===== src/rtl/reset_ctrl_pkg.sv =====
// Shared definitions for the board reset sequencer: CSR offsets, cause bits, FSM states.
// The cause-bit indices match the bit layout of R_CAUSE.
package reset_ctrl_pkg;

  localparam logic [4:0] R_CAUSE = 5'd0;
  localparam logic [4:0] R_HOLD  = 5'd1;
  localparam logic [4:0] R_SOFT  = 5'd2;

  localparam int C_POR  = 0;
  localparam int C_EXT  = 1;
  localparam int C_SOFT = 2;
  localparam int C_WDT0 = 3;
  localparam int C_WDT1 = 4;

  typedef enum logic [1:0] {
    IDLE   = 2'd0,
    ASSERT = 2'd1,
    SETTLE = 2'd2
  } state_t;

  // A hold of zero still gives one tick of reset.
  function automatic logic [7:0] hold_load(input logic [7:0] h);
    return (h == 8'd0) ? 8'd1 : h;
  endfunction

endpackage


===== src/rtl/sync2.sv =====
// Two-flop synchronizer for asynchronous pin inputs; INIT sets the value held through rst.
module sync2 #(
  parameter logic INIT = 1'b0
) (
  input  logic clk,
  input  logic rst,
  input  logic d,
  output logic q
);

  logic meta;

  always_ff @(posedge clk) begin
    if (rst) begin
      meta <= INIT;
      q    <= INIT;
    end else begin
      meta <= d;
      q    <= meta;
    end
  end

endmodule


===== src/rtl/reset_ctrl.sv =====
// Board reset sequencer: merges button, watchdog bites and CSR soft requests into
// sys_rst_n/core_rst with a programmable hold, fixed settle blanking and sticky cause.
module reset_ctrl
  import reset_ctrl_pkg::*;
#(
  parameter logic [4:0] BASE_ADDR    = 5'h0,
  parameter logic [7:0] DFL_HOLD     = 8'h10,
  parameter logic [7:0] SETTLE_TICKS = 8'h04,
  parameter logic [7:0] SOFT_VALUE   = 8'h5a
) (
  input  logic       clk,
  input  logic       rst,
  input  logic       ce,
  input  logic [4:0] csr_a,
  input  logic [7:0] csr_di,
  input  logic       csr_we,
  output logic [7:0] csr_do,
  input  logic [1:0] wdt_in,
  input  logic       ext_rst_n,
  output logic       sys_rst_n,
  output logic       core_rst
);

  localparam logic [4:0] A_CAUSE = BASE_ADDR + R_CAUSE;
  localparam logic [4:0] A_HOLD  = BASE_ADDR + R_HOLD;
  localparam logic [4:0] A_SOFT  = BASE_ADDR + R_SOFT;

  state_t     state, state_n;
  logic [7:0] cnt, cnt_n;
  logic [7:0] hold;
  logic [4:0] cause, cause_set, cause_clr;
  logic [1:0] wdt_prev, wdt_edge;
  logic       ext_sync, ext_req, soft_req, req;

  sync2 #(.INIT(1'b1)) u_ext_sync (
    .clk (clk),
    .rst (rst),
    .d   (ext_rst_n),
    .q   (ext_sync)
  );

  // The bite may stay high through core_rst, so only rising edges count.
  assign wdt_edge = wdt_in & ~wdt_prev;
  assign ext_req  = ~ext_sync;
  assign soft_req = csr_we && (csr_a == A_SOFT) && (csr_di == SOFT_VALUE);
  assign req      = ext_req | (|wdt_edge) | soft_req;

  assign cause_set = {wdt_edge[1], wdt_edge[0], soft_req, ext_req, 1'b0};
  assign cause_clr = (csr_we && (csr_a == A_CAUSE)) ? csr_di[4:0] : 5'd0;

  always_ff @(posedge clk) begin
    if (rst) begin
      state    <= ASSERT;
      cnt      <= DFL_HOLD;
      hold     <= DFL_HOLD;
      cause    <= 5'b00001;
      wdt_prev <= 2'b00;
    end else begin
      state    <= state_n;
      cnt      <= cnt_n;
      wdt_prev <= wdt_in;
      cause    <= (cause & ~cause_clr) | cause_set;
      if (csr_we && (csr_a == A_HOLD))
        hold <= csr_di;
    end
  end

  always_comb begin
    state_n = state;
    cnt_n   = cnt;
    case (state)
      IDLE: begin
        if (req) begin
          state_n = ASSERT;
          cnt_n   = hold_load(hold);
        end
      end
      ASSERT: begin
        if (req) begin
          cnt_n = hold_load(hold);
        end else if (ce) begin
          if (cnt <= 8'd1) begin
            state_n = (SETTLE_TICKS == 8'd0) ? IDLE : SETTLE;
            cnt_n   = SETTLE_TICKS;
          end else begin
            cnt_n = cnt - 8'd1;
          end
        end
      end
      SETTLE: begin
        if (req) begin
          state_n = ASSERT;
          cnt_n   = hold_load(hold);
        end else if (cnt == 8'd0) begin
          state_n = IDLE;
        end else if (ce) begin
          cnt_n = cnt - 8'd1;
        end
      end
      default: begin
        state_n = ASSERT;
        cnt_n   = hold_load(hold);
      end
    endcase
  end

  assign sys_rst_n = (state != ASSERT);
  assign core_rst  = (state == ASSERT);

  always_comb begin
    csr_do = 8'd0;
    if (csr_a == A_CAUSE)
      csr_do = {3'd0, cause};
    else if (csr_a == A_HOLD)
      csr_do = hold;
  end

endmodule


===== config.mk =====
export PLATFORM = sky130hd
export DESIGN_NAME = reset_ctrl
export DESIGN_NICKNAME = d
export VERILOG_FILES = /design/src/rtl/reset_ctrl_pkg.sv /design/src/rtl/sync2.sv /design/src/rtl/reset_ctrl.sv
export SDC_FILE = /design/constraint.sdc
export NUM_CORES = 1
export LEC_CHECK = 0
export ABC_AREA = 1
export BUFFER_PORTS_ARGS = -buffer_cell sky130_fd_sc_hd__buf_2
export CORE_UTILIZATION = 52
export DETAILED_ROUTE_END_ITERATION = 8
export PLACE_DENSITY = 0.81
export SLEW_MARGIN = 10
export SYNTH_ARGS = -nofsm -noshare
export SYNTH_HDL_FRONTEND = slang
export SYNTH_SLANG_ARGS = --single-unit

===== constraint.sdc =====
create_clock -name clk -period 2.4 [get_ports clk]
set_input_delay 0.36 -clock clk [delete_from_list [all_inputs] [get_ports clk]]
set_output_delay 0.36 -clock clk [all_outputs]
set_load 0.02 [all_outputs]

==> flow_metrics.py <==
metrics = {
    "run_status": {
        "outcome": "finished, final reports clean",
    },
    "clock_network": {
        "clock_slew_at_reported_path_ffs_ps": 140,
        "clock-root-buffer": "sky130_fd_sc_hd__clkbuf_4",
        "post-cts-setup-buffer-count": 0,
        "cts_buffers": 3,
        "cts.sinks": 27,
        "cts_hold_repair.buffers": 0,
        "cts_resized": 0,
        "skew_pair_late_insertion_delay_ps": 330,
        "tritoncts_clock_tree": "built",
        "cts-root-to-sink-buffers": 2,
        "htree_num_levels": 1,
    },
    "synthesis": {
        "synthesis.yosys.warnings": 0,
        "synthesis.instances": 255,
        "mappedNetlistNets": 280,
        "synth_seq_area_share_pct": 30.7,
        "synth.cell_area_mm2": 0.00176,
        "netlist-cell-type-count": 28,
        "mean_post_synth_cell_area_um2": 6.91,
        "flops_latches_synth": 27,
    },
    "detailed_routing": {
        "drt_first_pass_iters": 4,
        "vias": 1699,
        "antenna_left": 0,
        "totalWireLength_mm": 3.84,
        "route.detailed.drc": 0,
        "wl_cell_um": 11.7,
        "route.detailed.vias_per_inst": 5.18,
        "drt-initial-drc-count": 89,
    },
    "timing": {
        "slew_headroom_pct": 62.1,
        "final_worst_path_period_share_pct": 76.2,
        "timing_worst_slew_pin_value_ps": 569,
        "maxSlewViolCount": 0,
        "timing.fmax_mhz": 547,
        "setup-violations-final": 0,
        "worst_clock_skew_ps": 9.25,
        "final.min_clock_period_ps": 1830,
        "final-hold-violation-count": 0,
        "final.hold.worst_slack_ps": 205,
        "rsz_0062_raised_after_global_routing": "false",
        "tns_ps": 0,
    },
    "worst_setup_path": {
        "worst_r2r_endpoint": "cnt[4]",
        "critical_path_arrival_ps": 1470,
        "worst_setup_path_start_kind": "input pin",
        "critical_path_class": "in2out",
        "regToRegSetupSlack_ps": 730,
        "cp_max_fo": 8,
        "timing.rr.start": "cnt[0]",
        "timing.critical_path.to_type": "output port",
        "rr_worst_depth": 10,
        "worst_ep_required_time_ps": 2040,
    },
    "finish": {
        "antenna-diode-count": 0,
        "mostFrequentLayoutCells": "sky130_fd_sc_hd__nand2_1, sky130_fd_sc_hd__inv_1, sky130_fd_sc_hd__buf_2",
        "commonest_non_fill_non_tap_cell_in_the_layout": "sky130_fd_sc_hd__nand2_1",
        "fin_nets": 310,
        "layout_cells_sized_above_1_pct": 23.9,
        "syn2layout_area_growth_pct": 11.4,
        "nFillCells": 313,
        "finish.instance_area_mm2": 0.00196,
    },
    "pwr": {
        "power.density_mw_per_mm2": 611,
        "post-layout-total-power_mw": 1.20,
        "max-vdd-ir-drop_mv": 0.309,
        "cellLeakagePower_nw": 0.947,
    },
    "grt": {
        "pin_count_of_the_biggest_net_entering_global_routing": 19,
        "global_route.usage.total_pct": 24.0,
        "initial_antenna_violation_count": 0,
        "global_route_wire_length_before_repair_mm": 6.47,
        "first_global_vias": 1523,
        "grt_overflow_total": 0,
    },
    "place": {
        "post_dp_cell_area_mm2": 0.00194,
        "io_buffer_count": 29,
        "post-dp-hpwl_mm": 2.94,
        "place.gp.congestion": 0.874,
    },
    "floorplanning": {
        "initial_core_util_pct": 56.3,
        "ioPinCount": 30,
        "floorplan.core_area_mm2": 0.00313,
        "die_width_um": 60.2,
        "fp.dieArea_mm2": 0.00362,
        "core.rowCount": 20,
        "die_height_um": 60.2,
    },
    "min_path": {
        "timing.hold.worst.start": "ext_rst_n",
        "hold_path_end": "u_ext_sync.meta",
        "hold_class": "in2reg",
        "timing.hold.worst_path_depth": 2,
    },
    "flow_run": {
        "drv_cap": 0,
    },
}
==> sequential cells by signal, summed over array words and instances, names as in the netlist <==
register	count
state	2
wdt_prev	2
hold	8
cause	5
u_ext_sync.meta	1
cnt	8
u_ext_sync.q	1
==> routing by layer <==
metal  up-vias  GRT usage, %  wire length [um]
met1       765          30.0              1770
met4         0          7.97                27
met2        58          41.3              1800
met5         -             0                 0
met3         2          3.90               234
li1        874             -                 -
==> power breakdown <==
group,switching [mW],internal (mW)
Sequential,0.0286,0.490
Clock,0.137,0.0653
Combinational,0.312,0.168
Total,0.477,0.723
==> per-stage QoR <==
stage,util (%),cells,setup WS (ps)
floorplan,-,255,729
finish,62.8,328,572
global route,62.8,328,445
detailed placement,61.9,324,574
global placement,61.9,324,643
CTS,62.8,328,575
==> worst max-delay path: stages <==
cell	delay (ps)
sky130_fd_sc_hd__buf_2	100
sky130_fd_sc_hd__inv_1	40
sky130_fd_sc_hd__nand2_1	110
sky130_fd_sc_hd__nor4_2	200
sky130_fd_sc_hd__inv_1	200
sky130_fd_sc_hd__o21ai_0	240
sky130_fd_sc_hd__buf_2	210
==> cells in the mapped netlist, drive strengths merged <==
master	instances	share of area [%]
xor2	4	2.0
a21oi	23	7.4
buf	3	1.2
nor2	29	7.9
nand3	29	11
clkbuf	1	0.21
inv	41	8.7
nand2	61	16
ha	5	3.6
nand4	3	1.4
o211ai	1	0.71
or2	2	0.71
o21ai	24	7.2
dfxtp	27	31
nor4	2	1.9
==> worst max path at each step <==
stage          startpoint        end  slack, ps  cells past startpoint
2_1_floorplan    csr_a[2]  csr_do[0]        730                      5
3_3_place_gp     csr_a[2]  csr_do[4]        640                      7
3_5_place_dp     csr_a[2]  csr_do[4]        570                      7
4_1_cts          csr_a[2]  csr_do[4]        570                      7
5_1_grt          csr_a[2]  csr_do[3]        440                      7
6_report         csr_a[2]  csr_do[4]        570                      7
==> cells by family after synthesis <==
| group | after synthesis | share of synthesized area, % |
|---|---|---|
| simple gates | 126 | 38.3 |
| buf+inv | 45 | 10.2 |
| xor+xnor | 4 | 1.99 |
| fa+ha+maj | 5 | 3.55 |
| flops | 27 | 30.7 |
| compound gates | 48 | 15.3 |
==> final cells by class <==
| cell class | instances | area [um2] | area share, % |
|---|---|---|---|
| Timing Repair Buffer | 29 | 145 | 7.39 |
| Clock buffer | 4 | 26.3 | 1.34 |
| Inverter | 41 | 154 | 7.84 |
| Sequential cell | 27 | 541 | 27.5 |
| Multi-Input combinational cell | 183 | 1040 | 53.1 |
| Tap cell | 44 | 55.1 | 2.80 |
Power figures use the tool's default switching activity.
